<file path="src/rtl/mult_arbiter_if.sv">
// Requester and multiplier-side signals of mult_arbiter, bundled as one bus.
// slave is the arbiter's view; master is the environment's (requesters plus multiplier).
interface mult_arbiter_if #(
    parameter int WIDTH = 16
);
    logic                 req0;
    logic                 req1;
    logic [WIDTH-1:0]     a0;
    logic [WIDTH-1:0]     b0;
    logic [WIDTH-1:0]     a1;
    logic [WIDTH-1:0]     b1;
    logic                 ack0;
    logic                 ack1;
    logic [2*WIDTH-1:0]   result;
    logic                 err;
    logic                 busy;
    logic [WIDTH-1:0]     m_multiplicando;
    logic [WIDTH-1:0]     m_multiplicador;
    logic                 m_start;
    logic                 m_idle;
    logic                 m_done;
    logic [2*WIDTH-1:0]   m_produto;

    modport slave (
        input  req0, req1, a0, b0, a1, b1, m_idle, m_done, m_produto,
        output ack0, ack1, result, err, busy, m_multiplicando, m_multiplicador, m_start
    );

    modport master (
        output req0, req1, a0, b0, a1, b1, m_idle, m_done, m_produto,
        input  ack0, ack1, result, err, busy, m_multiplicando, m_multiplicador, m_start
    );
endinterface

</file>
<file path="src/rtl/mult_arbiter.sv">
// Round-robin arbiter sharing one sequential multiplier between two requesters,
// with a watchdog that turns a missing m_done into an error response.
module mult_arbiter #(
    parameter int WIDTH   = 16,
    parameter int TIMEOUT = 48
) (
    input  logic              clk,
    input  logic              rst_n,
    mult_arbiter_if.slave     bus
);
    localparam int CW = $clog2(TIMEOUT + 1);

    typedef enum logic [1:0] {IDLE, ISSUE, WAIT, RESP} state_t;

    state_t             state_q, state_d;
    logic               last_q, last_d;
    logic               gid_q, gid_d;
    logic [WIDTH-1:0]   op_a_q, op_a_d;
    logic [WIDTH-1:0]   op_b_q, op_b_d;
    logic [CW-1:0]      cnt_q, cnt_d;
    logic [2*WIDTH-1:0] result_q, result_d;
    logic               err_q, err_d;
    logic               ack0_q, ack0_d;
    logic               ack1_q, ack1_d;
    logic               hold0_q, hold0_d;
    logic               hold1_q, hold1_d;
    logic               busy_q, busy_d;
    logic               m_start;
    logic               grant1;
    logic               elig0, elig1;

    // The requester acked last cycle may still show a stale req for one cycle.
    assign elig0 = bus.req0 && !hold0_q;
    assign elig1 = bus.req1 && !hold1_q;

    always_comb begin
        // NOTE: every signal gets a default here so no path can infer a latch.
        state_d  = state_q;
        last_d   = last_q;
        gid_d    = gid_q;
        op_a_d   = op_a_q;
        op_b_d   = op_b_q;
        cnt_d    = cnt_q;
        result_d = result_q;
        err_d    = err_q;
        ack0_d   = 1'b0;
        ack1_d   = 1'b0;
        hold0_d  = ack0_q;
        hold1_d  = ack1_q;
        m_start  = 1'b0;
        grant1   = elig1 && (!elig0 || !last_q);

        unique case (state_q)
            IDLE: begin
                if (elig0 || elig1) begin
                    gid_d   = grant1;
                    last_d  = grant1;
                    op_a_d  = grant1 ? bus.a1 : bus.a0;
                    op_b_d  = grant1 ? bus.b1 : bus.b0;
                    state_d = ISSUE;
                end
            end
            ISSUE: begin
                if (bus.m_idle) begin
                    m_start = 1'b1;
                    cnt_d   = '0;
                    state_d = WAIT;
                end
            end
            WAIT: begin
                if (bus.m_done) begin
                    result_d = bus.m_produto;
                    err_d    = 1'b0;
                    ack0_d   = !gid_q;
                    ack1_d   = gid_q;
                    state_d  = RESP;
                end else if (cnt_q == CW'(TIMEOUT - 1)) begin
                    result_d = '0;
                    err_d    = 1'b1;
                    ack0_d   = !gid_q;
                    ack1_d   = gid_q;
                    state_d  = RESP;
                end else begin
                    cnt_d = cnt_q + CW'(1);
                end
            end
            RESP: state_d = IDLE;
            default: state_d = IDLE;
        endcase

        busy_d = (state_d != IDLE);
    end

    always_ff @(posedge clk) begin
        // NOTE: non-blocking assignments so every flop samples pre-edge values.
        if (!rst_n) begin
            state_q  <= IDLE;
            last_q   <= 1'b1;
            gid_q    <= 1'b0;
            op_a_q   <= '0;
            op_b_q   <= '0;
            cnt_q    <= '0;
            result_q <= '0;
            err_q    <= 1'b0;
            ack0_q   <= 1'b0;
            ack1_q   <= 1'b0;
            hold0_q  <= 1'b0;
            hold1_q  <= 1'b0;
            busy_q   <= 1'b0;
        end else begin
            state_q  <= state_d;
            last_q   <= last_d;
            gid_q    <= gid_d;
            op_a_q   <= op_a_d;
            op_b_q   <= op_b_d;
            cnt_q    <= cnt_d;
            result_q <= result_d;
            err_q    <= err_d;
            ack0_q   <= ack0_d;
            ack1_q   <= ack1_d;
            hold0_q  <= hold0_d;
            hold1_q  <= hold1_d;
            busy_q   <= busy_d;
        end
    end

    assign bus.ack0            = ack0_q;
    assign bus.ack1            = ack1_q;
    assign bus.result          = result_q;
    assign bus.err             = err_q;
    assign bus.busy            = busy_q;
    assign bus.m_multiplicando = op_a_q;
    assign bus.m_multiplicador = op_b_q;
    assign bus.m_start         = m_start;
endmodule

</file>
<file path="src/flat_wrapper.sv">
// flat-port wrapper written by rule: the top's interface ports become plain ports
module mult_arbiter_flat 
#(
    parameter int WIDTH   = 16,
    parameter int TIMEOUT = 48
)
  (clk, rst_n, bus_req0, bus_req1, bus_a0, bus_b0, bus_a1, bus_b1, bus_m_idle, bus_m_done, bus_m_produto, bus_ack0, bus_ack1, bus_result, bus_err, bus_busy, bus_m_multiplicando, bus_m_multiplicador, bus_m_start);
  mult_arbiter_if #(.WIDTH(WIDTH)) bus_i ();
  input  logic clk;
  input  logic rst_n;
  input wire logic [$bits(bus_i.req0)-1:0] bus_req0;
  input wire logic [$bits(bus_i.req1)-1:0] bus_req1;
  input wire logic [$bits(bus_i.a0)-1:0] bus_a0;
  input wire logic [$bits(bus_i.b0)-1:0] bus_b0;
  input wire logic [$bits(bus_i.a1)-1:0] bus_a1;
  input wire logic [$bits(bus_i.b1)-1:0] bus_b1;
  input wire logic [$bits(bus_i.m_idle)-1:0] bus_m_idle;
  input wire logic [$bits(bus_i.m_done)-1:0] bus_m_done;
  input wire logic [$bits(bus_i.m_produto)-1:0] bus_m_produto;
  output wire logic [$bits(bus_i.ack0)-1:0] bus_ack0;
  output wire logic [$bits(bus_i.ack1)-1:0] bus_ack1;
  output wire logic [$bits(bus_i.result)-1:0] bus_result;
  output wire logic [$bits(bus_i.err)-1:0] bus_err;
  output wire logic [$bits(bus_i.busy)-1:0] bus_busy;
  output wire logic [$bits(bus_i.m_multiplicando)-1:0] bus_m_multiplicando;
  output wire logic [$bits(bus_i.m_multiplicador)-1:0] bus_m_multiplicador;
  output wire logic [$bits(bus_i.m_start)-1:0] bus_m_start;
  assign bus_i.req0 = bus_req0;
  assign bus_i.req1 = bus_req1;
  assign bus_i.a0 = bus_a0;
  assign bus_i.b0 = bus_b0;
  assign bus_i.a1 = bus_a1;
  assign bus_i.b1 = bus_b1;
  assign bus_i.m_idle = bus_m_idle;
  assign bus_i.m_done = bus_m_done;
  assign bus_i.m_produto = bus_m_produto;
  assign bus_ack0 = bus_i.ack0;
  assign bus_ack1 = bus_i.ack1;
  assign bus_result = bus_i.result;
  assign bus_err = bus_i.err;
  assign bus_busy = bus_i.busy;
  assign bus_m_multiplicando = bus_i.m_multiplicando;
  assign bus_m_multiplicador = bus_i.m_multiplicador;
  assign bus_m_start = bus_i.m_start;
  mult_arbiter #(.WIDTH(WIDTH), .TIMEOUT(TIMEOUT)) u_core (.clk(clk), .rst_n(rst_n), .bus(bus_i));
endmodule
</file>
<file path="config.mk">
export PLATFORM = sky130hd
export DESIGN_NAME = mult_arbiter_flat
export DESIGN_NICKNAME = d
export VERILOG_FILES = /design/src/rtl/mult_arbiter_if.sv /design/src/rtl/mult_arbiter.sv /design/src/flat_wrapper.sv
export SDC_FILE = /design/constraint.sdc
export NUM_CORES = 1
export LEC_CHECK = 0
export ABC_AREA = 1
export BUFFER_PORTS_ARGS = -buffer_cell sky130_fd_sc_hd__buf_4
export CAP_MARGIN = 20
export CORE_ASPECT_RATIO = 0.9
export CORE_MARGIN = 2
export CORE_UTILIZATION = 45
export CTS_BUF_LIST = sky130_fd_sc_hd__clkbuf_8
export CTS_CLUSTER_SIZE = 8
export DETAILED_ROUTE_END_ITERATION = 8
export PLACE_DENSITY = 0.87
export SLEW_MARGIN = 20
export SYNTH_ARGS = -nofsm -noshare
export SYNTH_HDL_FRONTEND = slang
export SYNTH_SLANG_ARGS = --single-unit
</file>
<file path="constraint.sdc">
create_clock -name clk -period 1.5 [get_ports clk]
set_input_delay 0.3 -clock clk [delete_from_list [all_inputs] [get_ports clk]]
set_output_delay 0.3 -clock clk [all_outputs]
set_load 0.02 [all_outputs]
</file>
==> results of run 1 <==
## cells in the mapped netlist, types with 2 or more instances
cell type	instances	area, µm²
sky130_fd_sc_hd__nand2_2	14	87.6
sky130_fd_sc_hd__nand4_1	2	12.5
sky130_fd_sc_hd__buf_2	10	50.1
sky130_fd_sc_hd__buf_8	2	30.0
sky130_fd_sc_hd__a21oi_2	8	70.1
sky130_fd_sc_hd__buf_4	5	37.5
sky130_fd_sc_hd__buf_1	3	11.3
sky130_fd_sc_hd__clkbuf_1	2	7.51
sky130_fd_sc_hd__inv_1	44	165
sky130_fd_sc_hd__inv_2	7	26.3
sky130_fd_sc_hd__buf_6	4	45.0
sky130_fd_sc_hd__nand3_1	40	200
sky130_fd_sc_hd__nor2_1	78	293
sky130_fd_sc_hd__nand2_1	177	664
sky130_fd_sc_hd__a21oi_1	31	155
sky130_fd_sc_hd__dfxtp_1	80	1600
## what timing repair did
action | in CTS | in global routing
endpoints found under the setup margin | 0 | 66
hold buffers | 0 | 0
setup buffers | 0 | 1
resized for setup | 0 | 17
## state kept, by name, indices dropped and copies added (netlist names), 2 cells and up
name / flops
u_core.state_q: 2
u_core.bus.m_multiplicador: 16
u_core.bus.result: 32
u_core.bus.m_multiplicando: 16
u_core.cnt_q: 6
## cell type report
cell class                 instances  area (µm²)  area share
multi-input combinational        363        1640       0.310
sequential                        80        1610       0.304
inverter                          51         194      0.0367
timing repair buffer             184        1500       0.284
clock inverter                     7         101      0.0192
tap                               96         120      0.0227
clock buffer                       9         124      0.0234
## power breakdown
part | leakage (nW) | internal (mW) | switching [mW] | total [mW]
Combinational | 1.93 | 0.615 | 0.738 | 1.35
Clock | 0.107 | 0.954 | 0.830 | 1.78
Sequential | 0.656 | 2.29 | 0.102 | 2.39
Total | 2.69 | 3.85 | 1.67 | 5.52
## critical path, cell delays in order, from the launching register on
cell	delay, ns
sky130_fd_sc_hd__dfxtp_4	0.37
sky130_fd_sc_hd__ha_4	0.17
sky130_fd_sc_hd__nand3_4	0.10
sky130_fd_sc_hd__nor2_4	0.05
sky130_fd_sc_hd__o21ai_4	0.16
sky130_fd_sc_hd__buf_12	0.15
sky130_fd_sc_hd__clkbuf_16	0.16
sky130_fd_sc_hd__nand2_1	0.06
sky130_fd_sc_hd__a21oi_1	0.15
## layout by cell type, fill, tap and decap left out, types with 2 or more instances in the layout
cell	synthesis	final
sky130_fd_sc_hd__nand3_1	40	40
sky130_fd_sc_hd__nand4_1	2	2
sky130_fd_sc_hd__a21oi_2	8	9
sky130_fd_sc_hd__dfxtp_1	80	78
sky130_fd_sc_hd__buf_4	5	174
sky130_fd_sc_hd__a21oi_1	31	30
sky130_fd_sc_hd__inv_2	7	8
sky130_fd_sc_hd__nand2_2	14	16
sky130_fd_sc_hd__inv_1	44	42
sky130_fd_sc_hd__clkbuf_16	0	2
sky130_fd_sc_hd__bufinv_16	0	2
sky130_fd_sc_hd__nor2_1	78	77
sky130_fd_sc_hd__nand2_1	177	175
sky130_fd_sc_hd__inv_6	0	3
sky130_fd_sc_hd__clkinvlp_4	0	2
sky130_fd_sc_hd__buf_12	0	6
sky130_fd_sc_hd__clkbuf_8	0	9
## kinds of logic after synthesis
group                    count (synthesis)  share of synthesized area
AO/OA/AOI/OAI                           45                     0.0782
adder cells (fa/ha/maj)                  1                    0.00349
AND/OR/NAND/NOR                        317                      0.366
flip-flops                              80                      0.447
buffers and inverters                   78                      0.105
## layer usage
| metal | wire length (µm) | track usage |
|---|---|---|
| met1 | 4100 | 0.263 |
| met2 | 4700 | 0.358 |
| met3 | 710 | 0.0482 |
| met4 | 112 | 0.0833 |
| met5 | 0 | 0 |
## through the flow
stage	power (mW)	utilization	worst slack, ns
detailed placement	3.76	0.648	-0.0498
global route	5.81	0.694	-0.00610
floorplan	3.19	-	0.163
CTS	5.54	0.678	0.0175
global placement	3.72	0.648	0.0521
finish	5.52	0.694	0.0417
## worst max-delay path by stage
stage	endpoint	slack [ns]
global route	u_core.bus.m_multiplicador[3]$_SDFFE_PN0P_	-0.006
finish	u_core.bus.result[24]$_SDFFE_PN0P_	0.04
CTS	u_core.bus.result[30]$_SDFFE_PN0P_	0.02
global placement	u_core.bus.m_multiplicando[4]$_SDFFE_PN0P_	0.05
detailed placement	u_core.gid_q$_SDFFE_PN0P_	-0.05
floorplan	u_core.bus.result[17]$_SDFFE_PN0P_	0.16
==> results.py, run 1 <==
metrics = {
    "placement": {
        "gp_congestion": 0.788,
        "detail_placement_hpwl_um": 7010,
        "dp.cells": 771,
        "post_dp_cell_area_um2": 4940,
        "place.port_buffers": 170,
    },
    "critical_path": {
        "critical_path_start_type": "flip-flop",
        "timing.critical_path.fanout_max": 12,
        "r2r.worst_path.cells": 8,
        "cp.required_ns": 1.77,
        "r2r-start": "u_core.cnt_q[0]$_SDFFE_PN0P_",
        "worstSetupEndpointType": "flip-flop",
        "worst_setup_path_type": "flip-flop to flip-flop",
        "worst_ep_arrival_time_ns": 1.73,
        "regToRegSetupSlack_ns": 0.04,
        "worstReg2RegEnd": "u_core.bus.result[24]$_SDFFE_PN0P_",
        "crit_start": "u_core.cnt_q[0]$_SDFFE_PN0P_",
    },
    "route": {
        "drtIter0Drc": 90,
        "totalWireLength_um": 9620,
        "drc_errors": 0,
        "via_per_inst": 4.75,
        "drt_first_pass_iters": 4,
        "antenna_violating_nets_post_route": 0,
        "num_vias": 3754,
        "routedWlPerCell_um": 12.2,
    },
    "logic_synthesis": {
        "synth_flop_cell": "sky130_fd_sc_hd__dfxtp_1",
        "post_synthesis_cells": 521,
        "yosysWarnings": 0,
        "syn-cell-area_um2": 3580,
        "synth.distinct_cells": 30,
        "synthArstFlopShare": 0,
        "synthesized_netlist_net_count": 624,
        "postSynthRegisterBits": 80,
        "number_of_synthesized_flops_with_an_enable_pin": 0,
        "synth-seq-area-share": 0.447,
        "syn_avg_cell_area_um2": 6.88,
    },
    "clock_network": {
        "clk_pin_slew_worst_paths_ns": 0.09,
        "worst_skew_pair.late_latency_ns": 0.35,
        "cts_root_buffer": "sky130_fd_sc_hd__clkbuf_8",
        "sinks_on_the_clock_net": 80,
        "clock_tree.htree_level_count": 3,
        "cts_buffers": 9,
        "cts_buffer_depth": 2,
        "tritoncts": "yes",
    },
    "timing": {
        "timing.final.hold_violations": 0,
        "timing.final.setup_violations": 0,
        "clock.fmax_ghz": 0.686,
        "post_route_clock_period_utilization": 0.972,
        "slew_violations": 0,
        "worstMarginPinSlew_ns": 0.327,
        "holdWs_ns": 0.203,
        "period_minus_slack_ns": 1.46,
        "totalNegativeSetupSlack_ns": 0,
        "finClkSkew_ns": 0.0126,
        "relSlewSlack": 0.782,
    },
    "global_route": {
        "total_global_routing_track_utilization": 0.211,
        "grt_overflow_total": 0,
        "antenna_found_initial": 0,
        "number_of_global_route_vias_before_repair": 3337,
        "grt_start_max_net_pins": 36,
        "grt_pass1_wl_um": 14900,
    },
    "hold_path": {
        "hold_path.startpoint": "rst_n",
        "whs_path_depth": 2,
        "worstHoldEndpoint": "u_core.last_q$_SDFFE_PN1P_",
        "hold_path.class": "input pin to flip-flop",
    },
    "die": {
        "total_i_o_pin_count": 171,
        "die_h_um": 88.7,
        "die_area_um2": 8700,
        "initial_core_util": 0.470,
        "fp-row-count": 30,
        "width_of_the_chip_um": 98.1,
        "coreArea_um2": 7620,
    },
    "pwr": {
        "vdd_drop_max_mv": 0.557,
        "leakage_nw": 2.69,
        "p_per_area_nw_per_um2": 1040,
    },
    "layout": {
        "insertedDiodeCount": 0,
        "drive_gt1_frac": 0.354,
        "synthToLayoutAreaGrowth_pct": 47.6,
        "finalInstanceArea_um2": 5290,
        "fill_cells": 613,
        "nNetsFinal": 792,
        "fin_cells": 790,
    },
    "run_status": {
        "status": "finished, final reports clean",
    },
    "job": {
        "timing.max_cap.violations": 0,
    },
}
Power figures use the tool's default switching activity.
==> run 2: changes to the inputs <==
--- a/config.mk
+++ b/config.mk
@@ -14,6 +14,7 @@
 export CTS_BUF_LIST = sky130_fd_sc_hd__clkbuf_8
 export CTS_CLUSTER_SIZE = 8
 export DETAILED_ROUTE_END_ITERATION = 8
+export GPL_TIMING_DRIVEN = 0
 export PLACE_DENSITY = 0.87
 export SLEW_MARGIN = 20
 export SYNTH_ARGS = -nofsm -noshare
==> run 2 against run 1 <==
  * Combinational power about the same
  * Sequential cell count stayed put
  * Clock skew up 0.00095 ns
  * Die area is the same
  * Critical endpoint is now bus_m_start
  * Count of clock-buffer cells in the layout up 1
  * First-iteration DRC count is 34% higher
  * Global-route usage is 1.2 points higher
  * Largest power group unchanged
==> results.py, run 2 (same netlist as run 1, synthesis figures left out) <==
metrics = {
    "run_status": {
        "status": "finished, final reports clean",
    },
    "route": {
        "via_per_inst": 4.75,
        "drtIter0Drc": 121,
        "num_vias": 3827,
        "drc_errors": 0,
        "antenna_violating_nets_post_route": 0,
        "drt_first_pass_iters": 4,
        "totalWireLength_um": 9960,
        "routedWlPerCell_um": 12.4,
    },
    "critical_path": {
        "cp.required_ns": 1.20,
        "critical_path_start_type": "flip-flop",
        "timing.critical_path.fanout_max": 3,
        "r2r.worst_path.cells": 7,
        "regToRegSetupSlack_ns": 0.08,
        "crit_start": "u_core.state_q[1]$_SDFF_PN0_",
        "worstSetupEndpointType": "primary output",
        "r2r-start": "u_core.cnt_q[0]$_SDFFE_PN0P_",
        "worst_setup_path_type": "flip-flop to primary output",
        "worst_ep_arrival_time_ns": 1.14,
        "timing.critical_path.to": "bus_m_start",
        "worstReg2RegEnd": "u_core.bus.ack1$_SDFF_PN0_",
    },
    "timing": {
        "totalNegativeSetupSlack_ns": 0,
        "timing.final.setup_violations": 0,
        "worstMarginPinSlew_ns": 0.521,
        "post_route_clock_period_utilization": 0.960,
        "period_minus_slack_ns": 1.44,
        "clock.fmax_ghz": 0.695,
        "timing.final.hold_violations": 0,
        "finClkSkew_ns": 0.0136,
        "slew_violations": 0,
        "holdWs_ns": 0.203,
        "relSlewSlack": 0.653,
        "worst_slack_ns": 0.0607,
    },
    "clock_network": {
        "cts_buffers": 9,
        "worst_skew_pair.late_latency_ns": 0.35,
        "sinks_on_the_clock_net": 80,
        "cts_buffer_depth": 2,
        "tritoncts": "yes",
        "clk_pin_slew_worst_paths_ns": 0.09,
        "cts_root_buffer": "sky130_fd_sc_hd__clkbuf_8",
        "clock_tree.htree_level_count": 3,
    },
    "global_route": {
        "grt_start_max_net_pins": 16,
        "total_global_routing_track_utilization": 0.223,
        "antenna_found_initial": 0,
        "grt_overflow_total": 0,
        "number_of_global_route_vias_before_repair": 3525,
        "grt_pass1_wl_um": 15700,
    },
    "layout": {
        "synthToLayoutAreaGrowth_pct": 47.5,
        "largest_reg_flops": 32,
        "insertedDiodeCount": 0,
        "drive_gt1_frac": 0.362,
        "most_frequent_cells_in_the_layout": "sky130_fd_sc_hd__nand2_1, sky130_fd_sc_hd__buf_4, sky130_fd_sc_hd__dfxtp_1",
        "nNetsFinal": 808,
        "utilization": 0.694,
        "fin_cells": 806,
    },
    "hold_path": {
        "hold_path.class": "input pin to flip-flop",
        "whs_path_depth": 3,
    },
    "die": {
        "die_h_um": 88.7,
        "fp-row-count": 30,
        "initial_core_util": 0.470,
        "width_of_the_chip_um": 98.1,
        "total_i_o_pin_count": 171,
        "die_area_um2": 8700,
        "coreArea_um2": 7620,
    },
    "placement": {
        "gp_congestion": 0.802,
        "placement.setup.worst_slack_ns": -0.0455,
        "dp.cells": 786,
        "detail_placement_hpwl_um": 7580,
        "place.port_buffers": 169,
    },
    "pwr": {
        "p_per_area_nw_per_um2": 1030,
        "vdd_drop_max_mv": 0.580,
        "leakage_nw": 2.71,
    },
    "job": {
        "timing.max_cap.violations": 0,
    },
}
==> run 2: cell types whose count changed in the layout (fill, tap and decap cells not counted), moves of 2 or more <==
cell / before / now
sky130_fd_sc_hd__buf_1: 0 / 3
sky130_fd_sc_hd__dfxtp_2: 1 / 3
sky130_fd_sc_hd__inv_6: 3 / 1
sky130_fd_sc_hd__buf_2: 0 / 11
sky130_fd_sc_hd__buf_12: 6 / 1
sky130_fd_sc_hd__clkbuf_1: 0 / 2
sky130_fd_sc_hd__clkinv_4: 0 / 2
sky130_fd_sc_hd__buf_6: 1 / 5
sky130_fd_sc_hd__clkbuf_16: 2 / 0
==> run 2: layout make-up <==
class	count	area [µm²]
Clock buffer	10	138
Timing Repair Buffer	173	1310
Multi-Input combinational cell	363	1660
Buffer	27	186
Tap cell	96	120
Fill cell	620	2330
Inverter	51	194
Sequential cell	80	1610
Clock inverter	6	75.1
==> run 2: worst min-delay path by stage <==
stage | start | end | slack (ns)
after floorplan | u_core.gid_q$_SDFFE_PN0P_ | u_core.bus.ack0$_SDFF_PN0_ | 0.42
after global placement | u_core.bus.ack1$_SDFF_PN0_ | u_core.hold1_q$_SDFF_PN0_ | 0.44
after detailed placement | u_core.bus.ack0$_SDFF_PN0_ | u_core.hold0_q$_SDFF_PN0_ | 0.44
after CTS | bus_m_produto[30] | u_core.bus.result[30]$_SDFFE_PN0P_ | 0.19
after global routing | bus_m_produto[0] | u_core.bus.result[0]$_SDFFE_PN0P_ | 0.18
final | bus_m_produto[0] | u_core.bus.result[0]$_SDFFE_PN0P_ | 0.20
==> run 2: timing repair <==
| action | in CTS | in global routing |
|---|---|---|
| hold endpoints to repair | 0 | 0 |
| gates cloned | 1 | 0 |
| setup buffers | 3 | 0 |
| hold buffers | 0 | 0 |
| pin swaps | 1 | 2 |
| resized for setup | 5 | 12 |
| setup endpoints to repair | 6 | 41 |
==> run 2: power by group <==
part / internal (mW) / switching [mW]
sequential: 2.29 / 0.0969
combinational: 0.618 / 0.759
clock: 0.837 / 0.833
==> run 2: worst max-delay path, cell delays in order, from the launching register on <==
cell                      delay, ns
sky130_fd_sc_hd__dfxtp_1       0.36
sky130_fd_sc_hd__inv_2         0.09
sky130_fd_sc_hd__nand2_2       0.09
sky130_fd_sc_hd__nor2_4        0.14
sky130_fd_sc_hd__buf_6         0.13
==> run 2: per-layer routing <==
| layer | track usage | share of wire | routed length (µm) | vias to the layer above |
|---|---|---|---|---|
| met3 | 0.0908 | 0.10 | 1040 | 9 |
| met2 | 0.410 | 0.50 | 4960 | 154 |
| met4 | 0.0417 | 0.0078 | 78 | 0 |
| met1 | 0.248 | 0.39 | 3880 | 1707 |
| li1 | - | - | - | 1957 |
| met5 | 0 | 0 | 0 | - |
==> run 2: stage by stage <==
| stage | instance area [µm²] | power, mW |
|---|---|---|
| global placement | 4970 | 3.74 |
| detailed placement | 4970 | 3.77 |
| finish | 5290 | 5.43 |
| CTS | 5240 | 5.44 |
| global route | 5290 | 5.73 |
| floorplan | 3580 | 3.19 |
